--- config.mk ---
export PLATFORM = sky130hd
export DESIGN_NAME = ifu_fetch
export DESIGN_NICKNAME = d
export VERILOG_FILES = /design/src/rtl/ifu_fetch.sv
export SDC_FILE = /design/constraint.sdc
export NUM_CORES = 1
export LEC_CHECK = 0
export BUFFER_PORTS_ARGS = -buffer_cell sky130_fd_sc_hd__clkbuf_2
export CAP_MARGIN = 20
export CORE_UTILIZATION = 47
export DETAILED_ROUTE_END_ITERATION = 8
export GPL_ROUTABILITY_DRIVEN = 0
export GPL_TIMING_DRIVEN = 0
export PLACE_DENSITY = 0.83
export SETUP_SLACK_MARGIN = 0.3
export SYNTH_ARGS = -nofsm -noshare
export SYNTH_HDL_FRONTEND = slang
export SYNTH_SLANG_ARGS = --single-unit
--- constraint.sdc ---
create_clock -name clk -period 2.3 [get_ports clk]
set_input_delay 0.115 -clock clk [delete_from_list [all_inputs] [get_ports clk]]
set_output_delay 0.115 -clock clk [all_outputs]
set_load 0.02 [all_outputs]
--- src/rtl/ifu_fetch.sv ---
// ifu_fetch: instruction fetch stage for the single-issue RV32I NPC core.
//
// Owns the architectural PC. It issues one instruction-memory request at a
// time, registers the response as a record {pc, inst, fault}, and presents
// that record to decode. It also handles three things:
//   - redirects from execute,
//   - misaligned targets and access faults, which become fault records,
//   - ebreak, or a retired fault record, which halts fetch until reset.
//
// Ports
//   clk, rstn               clock, async active-low reset
//   imem_req_valid/ready    fetch request handshake, address imem_req_addr
//   imem_rsp_valid/data/err response (no backpressure, one per request)
//   redirect_valid/pc       PC redirect from execute
//   out_valid/out_ready     record handshake to decode
//   pc_out, mem_inst_out    presented record; out_fault marks a fault record
//   halt                    core halted
//   fetch_cnt               number of records accepted by decode
module ifu_fetch #(
  parameter logic [31:0] RESET_PC = 32'h8000_0000
) (
  input  logic        clk,
  input  logic        rstn,
  output logic        imem_req_valid,
  input  logic        imem_req_ready,
  output logic [31:0] imem_req_addr,
  input  logic        imem_rsp_valid,
  input  logic [31:0] imem_rsp_data,
  input  logic        imem_rsp_err,
  input  logic        redirect_valid,
  input  logic [31:0] redirect_pc,
  output logic        out_valid,
  input  logic        out_ready,
  output logic [31:0] pc_out,
  output logic [31:0] mem_inst_out,
  output logic        out_fault,
  output logic        halt,
  output logic [63:0] fetch_cnt
);

  localparam logic [31:0] EBREAK = 32'h0010_0073;

  typedef enum logic [2:0] {S_BOOT, S_REQ, S_WAIT, S_HOLD, S_HALT} state_e;

  state_e      state_q, state_d;
  logic [31:0] pc_q, pc_d;
  logic        drop_q, drop_d;
  logic        req_vld_q, req_vld_d;
  logic        ov_q, ov_d;
  logic [31:0] rec_pc_q, rec_pc_d;
  logic [31:0] rec_inst_q, rec_inst_d;
  logic        rec_fault_q, rec_fault_d;
  logic        halt_q, halt_d;
  logic [63:0] cnt_q;

  logic redir, req_fire, out_fire;

  assign redir    = redirect_valid && (state_q != S_HALT);
  assign req_fire = req_vld_q && imem_req_ready;
  // ov_q is only set in HOLD. A redirect there kills the record in the
  // same cycle, so decode never takes a wrong-path instruction.
  assign out_valid = ov_q && !redirect_valid;
  assign out_fire  = out_valid && out_ready;

  assign imem_req_valid = req_vld_q;
  assign imem_req_addr  = pc_q;
  assign pc_out         = rec_pc_q;
  assign mem_inst_out   = rec_inst_q;
  assign out_fault      = rec_fault_q;
  assign halt           = halt_q;
  assign fetch_cnt      = cnt_q;

  always_comb begin
    state_d     = state_q;
    pc_d        = pc_q;
    drop_d      = drop_q;
    ov_d        = ov_q;
    rec_pc_d    = rec_pc_q;
    rec_inst_d  = rec_inst_q;
    rec_fault_d = rec_fault_q;
    halt_d      = halt_q;
    unique case (state_q)
      S_BOOT: begin
        state_d = S_REQ;
        if (redir) pc_d = redirect_pc;
      end
      S_REQ: begin
        if (req_fire) begin
          state_d = S_WAIT;
          // The old-PC request went out this cycle: its response is stale.
          if (redir) begin
            pc_d   = redirect_pc;
            drop_d = 1'b1;
          end
        end else if (redir) begin
          pc_d = redirect_pc;
        end else if (pc_q[1:0] != 2'b00) begin
          // A misaligned target never reaches memory. It becomes a fault record.
          state_d     = S_HOLD;
          ov_d        = 1'b1;
          rec_pc_d    = pc_q;
          rec_inst_d  = '0;
          rec_fault_d = 1'b1;
        end
      end
      S_WAIT: begin
        if (redir) begin
          pc_d = redirect_pc;
          // A response in the same cycle is the one outstanding. It is
          // discarded now, so there is nothing left to drop.
          if (imem_rsp_valid) begin
            state_d = S_REQ;
            drop_d  = 1'b0;
          end else begin
            drop_d  = 1'b1;
          end
        end else if (imem_rsp_valid) begin
          if (drop_q) begin
            drop_d  = 1'b0;
            state_d = S_REQ;
          end else begin
            state_d     = S_HOLD;
            ov_d        = 1'b1;
            rec_pc_d    = pc_q;
            rec_inst_d  = imem_rsp_err ? 32'h0 : imem_rsp_data;
            rec_fault_d = imem_rsp_err;
          end
        end
      end
      S_HOLD: begin
        if (redir) begin
          pc_d    = redirect_pc;
          ov_d    = 1'b0;
          state_d = S_REQ;
        end else if (out_fire) begin
          ov_d = 1'b0;
          if (rec_fault_q || (rec_inst_q == EBREAK)) begin
            state_d = S_HALT;
            halt_d  = 1'b1;
          end else begin
            pc_d    = pc_q + 32'd4;
            state_d = S_REQ;
          end
        end
      end
      S_HALT: ;
      default: state_d = S_BOOT;
    endcase
  end

  // The request valid is computed from next-state values, so it stays a
  // plain register and is never raised for a misaligned address.
  assign req_vld_d = (state_d == S_REQ) && (pc_d[1:0] == 2'b00);

  always_ff @(posedge clk or negedge rstn) begin
    if (!rstn) begin
      state_q     <= S_BOOT;
      pc_q        <= RESET_PC;
      drop_q      <= 1'b0;
      req_vld_q   <= 1'b0;
      ov_q        <= 1'b0;
      rec_pc_q    <= '0;
      rec_inst_q  <= '0;
      rec_fault_q <= 1'b0;
      halt_q      <= 1'b0;
      cnt_q       <= '0;
    end else begin
      state_q     <= state_d;
      pc_q        <= pc_d;
      drop_q      <= drop_d;
      req_vld_q   <= req_vld_d;
      ov_q        <= ov_d;
      rec_pc_q    <= rec_pc_d;
      rec_inst_q  <= rec_inst_d;
      rec_fault_q <= rec_fault_d;
      halt_q      <= halt_d;
      cnt_q       <= cnt_q + {63'd0, out_fire};
    end
  end

endmodule

==> Word-level counts from Yosys, hierarchy flattened <==
Cells that the tools add are included.
{ "word_totals": {"ff_bits": 168, "input_bits": 71} }
{ "classes": {"bitwise_logic": 1, "mux": 50, "n_eq_ne": 19, "n_reduce_logical": 19, "add_sub_neg": 2} }
{ "ops": {"columns": ["op", "n"], "rows": [
  ["32-bit two-way mux", 17],
  ["32-bit case mux with 2 select lines", 3],
  ["64-bit by 1-bit adder with 64-bit output", 1],
  ["32-bit by 3-bit adder with 32-bit output, second input constant", 1],
  ["32-bit by 21-bit equality test with 1-bit output, second input constant", 1],
  ["3-bit two-way mux", 9],
  ["1-bit two-way mux", 16],
  ["2-bit inequality test, second input constant", 8],
  ["3-bit case mux with 5 select lines", 1],
  ["3-bit inequality test, second input constant", 4],
  ["4-bit AND reduction", 3],
  ["8-bit AND reduction", 1],
  ["7-bit AND reduction", 1],
  ["3-bit by 1-bit equality test with 1-bit output, second input constant", 2],
  ["3-bit by 2-bit equality test with 1-bit output, second input constant", 2],
  ["2-bit nonzero test", 3],
  ["1-bit logical AND", 5],
  ["1-bit case mux with 2 select lines", 2],
  ["3-bit equality test, second input constant", 1],
  ["3-bit zero test", 1],
  ["1-bit case mux with 3 select lines", 1],
  ["3-bit nonzero test", 1],
  ["3-bit OR reduction", 1],
  ["2-bit zero test", 1],
  ["5 further kinds", 5]
]} }

==> Longest topological paths before layout <==
{ "logic_depth": {"word_depth": 8, "mapped_depth": 10} }

==> Worst setup path before layout <==
Ideal clock, no wire load.
{ "synth_path": {"path_kind": "register -> register", "from": "register ov_q", "to": "register cnt_q[30] (netlist: fetch_cnt[30])", "path_buffers": 0, "slack_ns": 0.049, "period_less_slack_ns": 2.251, "t_required_ns": 2.170, "arrival_time_ns": 2.121, "path_stages_with_launch": 10, "path_cell_list": "dfrtp_1 -> nand3b_1 -> inv_1 -> ha_1 -> ha_1 -> nand3_1 -> or4_4 -> nor3_4 -> nand4_1 -> xnor2_1"} }
{ "synth_between": {"elab_chain_len": 3} }
{ "synth_lines": {"columns": ["element", "line_no", "source"], "rows": [
  ["start: declaration", "49", "logic ov_q, ov_d;"],
  ["start signal: assignment", "172", "ov_q <= ov_d;"],
  ["1-bit logical AND", "62", "assign out_valid = ov_q && !redirect_valid;"],
  ["1-bit logical AND", "63", "assign out_fire = out_valid && out_ready;"],
  ["64-bit by 1-bit adder with 64-bit output", "177", "cnt_q <= cnt_q + {63'd0, out_fire};"],
  ["end signal: assignment", "177", null],
  ["end: declaration", "54", "logic [63:0] cnt_q;"]
]} }
No other way between the ends.
A chain may end at the register's enable or synchronous reset.

==> Final worst setup path <==
{ "layout_path": {"from": "register ov_q", "to": "register cnt_q[45] (netlist: fetch_cnt[45])"} }
The elaborated chain is that of the path after synthesis.

==> results.rst <==
.. list-table::
   :header-rows: 1

   * - Metric
     - Value
   * - Post-DP Area
     - 0.00921 sq mm
   * - Synth unique cells
     - 64
   * - Cells taking the most area after synthesis
     - sky130_fd_sc_hd__dfrtp_1 (54%), sky130_fd_sc_hd__xnor2_1 (5.5%), sky130_fd_sc_hd__a22o_1 (4.1%)
   * - TritonCTS clock tree
     - yes
   * - Depth of the worst register-to-register path
     - 10
   * - Final-layout fill cell count
     - 926
   * - Flop-to-flop setup slack
     - 0.07 ns
   * - Number of buffers created by CTS
     - 17
   * - Clk Latency, worst-skew pair
     - 0.43 ns
   * - Synthesized area divided by synthesized cell count
     - 11.2 sq um
   * - Max Slew Vio Count
     - 0
   * - Worst Hold Path EP
     - imem_req_addr[17]
   * - Final Instance Area
     - 0.0121 sq mm
   * - Number of instances in the synthesized netlist
     - 690
   * - Result of the run
     - finished, final reports clean
   * - Site Rows
     - 46
   * - Critical path required time
     - 2.64 ns
   * - Combinational group share of total power
     - 38.3%
   * - Worst Min Path Start
     - redirect_pc[17]
   * - Count of synthesis-stage warnings from yosys
     - 0
   * - Final Hold Slack
     - 0.0291 ns
   * - Final Hold Violating Endpoints
     - 0
   * - Port Buf Inserts
     - 234
   * - Clock sink count
     - 168
   * - Synthesized flop and latch total
     - 168
   * - Synth Cell Area
     - 0.00769 sq mm
   * - Via total after detailed routing
     - 8007
   * - PD cells
     - 980 mW/mm^2
   * - Ys flop type
     - sky130_fd_sc_hd__dfrtp_1
   * - Fraction of power spent switching nets
     - 36.5%
   * - Total detailed-routing wirelength
     - 29.6 mm
   * - Met3 track utilization from global routing
     - 6.85%
   * - Die Area
     - 0.0169 sq mm
   * - Largest buffer count on any clock path
     - 2
   * - Area occupied by multi-input gates
     - 0.00402 sq mm
   * - Number of routed nets with antenna violations
     - 0
   * - Die Wd
     - 130 um
   * - HPWL Detailed
     - 15.2 mm
   * - Critical path arrival
     - 2.58 ns
   * - Setup crit end kind
     - flip-flop
   * - Element type at the critical path start
     - flip-flop
   * - Number of flops mapped to enable cells by yosys
     - 0
   * - Power Internal
     - 7.53 mW
   * - Fin crit period
     - 2.23 ns
   * - GR Layer Usage met2
     - 50.5%
   * - Initial cell density of the core
     - 48.3%
   * - Static leakage
     - 5.87 nW
   * - Inserted Diodes
     - 0
   * - FMAX
     - 0.448 GHz
   * - Wire length of the first global-routing pass
     - 38.0 mm
   * - Critical path class
     - reg2reg
   * - Global router's overall resource usage
     - 29.4%
   * - Hold Crit Depth
     - 3
   * - Clk pwr share
     - 27.1%
   * - Number of antenna violations at the first check in global routing
     - 1
   * - Number of top-level pins
     - 235
   * - DRC violations left
     - 0
   * - Area growth from synthesis to layout
     - 57.3%
   * - Final Setup Violations
     - 0
   * - TritonRoute pass-1 iters
     - 5
   * - Seq/Total Area, Yosys
     - 54.7%
   * - Synthesized Nets
     - 764
   * - Final period util
     - 97.1%
   * - Remaining global-route overflow
     - 0
   * - Number of global-route vias before repair
     - 7378
   * - Worst-Margin Slew
     - 0.708 ns
   * - Post-layout total power
     - 11.9 mW
   * - Clock Skews
     - 0.0176 ns
   * - Root buffer selected by CTS
     - sky130_fd_sc_hd__clkbuf_16
   * - Post-synthesis cell type with the largest combined area
     - sky130_fd_sc_hd__dfrtp_1
   * - Endpoint of the lowest-slack register-to-register path
     - fetch_cnt[45]
   * - Share of total power in sequential cells
     - 34.6%
   * - Std-Cell Core Area
     - 0.0159 sq mm
   * - Post-route core utilization
     - 75.9%
   * - Share of flip-flops with an asynchronous set or reset after synthesis
     - 100%
   * - Setup repair after global routing missed its margin
     - yes
   * - H-tree levels
     - 4
   * - DRT iter0 DRCs
     - 798
   * - Net count, final
     - 1154
   * - Most common cell after layout, fill and taps aside
     - sky130_fd_sc_hd__clkbuf_2
   * - Start point of the critical path
     - ov_q
   * - Max-cap violations
     - 0
   * - Mean routed wirelength per cell
     - 22.6 um
   * - Via-to-Cell Ratio
     - 6.12
   * - Clock-pin slew reported for the worst setup and hold paths after clock tree synthesis
     - 0.07 ns
   * - Area occupied by registers
     - 0.00422 sq mm
   * - Net Sw Power
     - 4.33 mW
   * - Commonest non-fill, non-tap cells in the layout
     - sky130_fd_sc_hd__clkbuf_2 (239), sky130_fd_sc_hd__dfrtp_1 (153), sky130_fd_sc_hd__buf_4 (59)
   * - Maximum number of pins on one net before global-route repair
     - 109
   * - Global routing met1 resource utilization
     - 34.3%
   * - Relative slew margins
     - 52.4%
   * - Top Usage Layer GRT
     - met2
   * - Height of the chip
     - 130 um
   * - Maximum resistive drop on vdd
     - 0.861 mV
   * - Path type of the worst min-delay path
     - in2reg
   * - Fraction of post-synthesis cell area in the top cell type by area
     - 54.3%
   * - Worst flop-to-flop path startpoint
     - ov_q
   * - Fraction of layout cells with a size suffix above 1
     - 48.2%
   * - Critical-path maximum fanout
     - 5
-- cell families (layout without fill, tap and decap cells) --
family | after synthesis | in the layout | share of synthesized area, %
muxes | 28 | 28 | 4.05
buffers and inverters | 53 | 455 | 2.94
adders and majority gates | 3 | 3 | 0.488
DFF | 168 | 168 | 54.7
AOI/OAI and AO/OA | 124 | 125 | 12.3
and+or+nand+nor | 250 | 250 | 18.2
xor gates and xnor gates | 64 | 64 | 7.28
-- Yosys cell counts, types with 8 or more instances --
master                     number
sky130_fd_sc_hd__nand4_1       30
sky130_fd_sc_hd__clkbuf_1      12
sky130_fd_sc_hd__buf_2         21
sky130_fd_sc_hd__inv_1         17
sky130_fd_sc_hd__nand3_1       39
sky130_fd_sc_hd__nor2_1        26
sky130_fd_sc_hd__mux2_2        25
sky130_fd_sc_hd__nor4_1        11
sky130_fd_sc_hd__a22o_1        36
sky130_fd_sc_hd__and4_1        11
sky130_fd_sc_hd__nor3_1        15
sky130_fd_sc_hd__xnor2_1       48
sky130_fd_sc_hd__a21oi_1       12
sky130_fd_sc_hd__xor2_1        16
sky130_fd_sc_hd__nand2_1       66
sky130_fd_sc_hd__o21ai_0       18
sky130_fd_sc_hd__and3_1         8
sky130_fd_sc_hd__dfrtp_1      167
-- per-layer routing --
| layer | vias to the layer above | routed length (um) |
|---|---|---|
| met3 | 193 | 2820 |
| met2 | 583 | 14800 |
| met4 | 2 | 1770 |
| li1 | 3341 | - |
| met1 | 3888 | 10200 |
| met5 | - | 11 |
-- area by class of cell --
class / instances / share of cell area (%)
Buffer: 36 / 2.75
Clock buffer: 21 / 3.81
Sequential cell: 168 / 34.9
Multi-Input combinational cell: 470 / 33.2
Inverter: 17 / 0.527
Clock inverter: 11 / 1.60
Timing Repair Buffer: 370 / 21.0
Tap cell: 216 / 2.23
-- stage by stage --
step | setup TNS, ns | worst slack (ns) | cells
after floorplan | 0 | 0.169 | 690
after detailed placement | -5.67 | -0.218 | 1141
final | 0 | 0.0657 | 1309
after global routing | -0.0656 | -0.0435 | 1309
after global placement | -323.20 | -1.92 | 1140
after CTS | 0 | 0.114 | 1264
-- state kept, by name (all words and copies together) (netlist names), 3 cells and up --
register,count
state_q,3
imem_req_addr,32
fetch_cnt,64
mem_inst_out,32
pc_out,32
-- critical path: stages (launching register included) --
cell,delay [ns]
sky130_fd_sc_hd__dfrtp_1,0.35
sky130_fd_sc_hd__nand3b_1,0.14
sky130_fd_sc_hd__inv_2,0.13
sky130_fd_sc_hd__ha_4,0.15
sky130_fd_sc_hd__buf_6,0.09
sky130_fd_sc_hd__nand4_1,0.21
sky130_fd_sc_hd__nor4_4,0.28
sky130_fd_sc_hd__buf_4,0.17
sky130_fd_sc_hd__and3_4,0.23
sky130_fd_sc_hd__and3_1,0.21
sky130_fd_sc_hd__xor2_1,0.18
-- repair_timing --
| action | CTS | global route |
|---|---|---|
| hold buffers | 57 | 0 |
| hold endpoints to repair | 116 | 0 |
| pin swaps | 45 | 59 |
| setup endpoints to repair | 138 | 142 |
| resized for setup | 107 | 138 |
| setup buffers | 30 | 40 |
| cloned | 4 | 5 |
-- power by group through the flow --
stage	sequential [mW]	clock (mW)	combinational (mW)
finish	4.11	3.21	4.54
global route	4.15	3.36	4.76
CTS	4.03	3.22	3.50
detailed placement	4.07	0	3.19
global placement	4.04	0	3.12
floorplan	4.59	0	1.49
-- worst max-delay path by stage --
| stage | depth (start not counted) | slack [ns] | end |
|---|---|---|---|
| 6_report | 10 | 0.07 | fetch_cnt[45] |
| 5_1_grt | 11 | -0.04 | fetch_cnt[38] |
| 4_1_cts | 10 | 0.11 | fetch_cnt[30] |
| 3_5_place_dp | 7 | -0.22 | imem_req_addr[8] |
| 3_3_place_gp | 1 | -1.92 | imem_req_addr[19] |
| 2_1_floorplan | 9 | 0.17 | fetch_cnt[30] |
(Power assumes the default switching activity.)
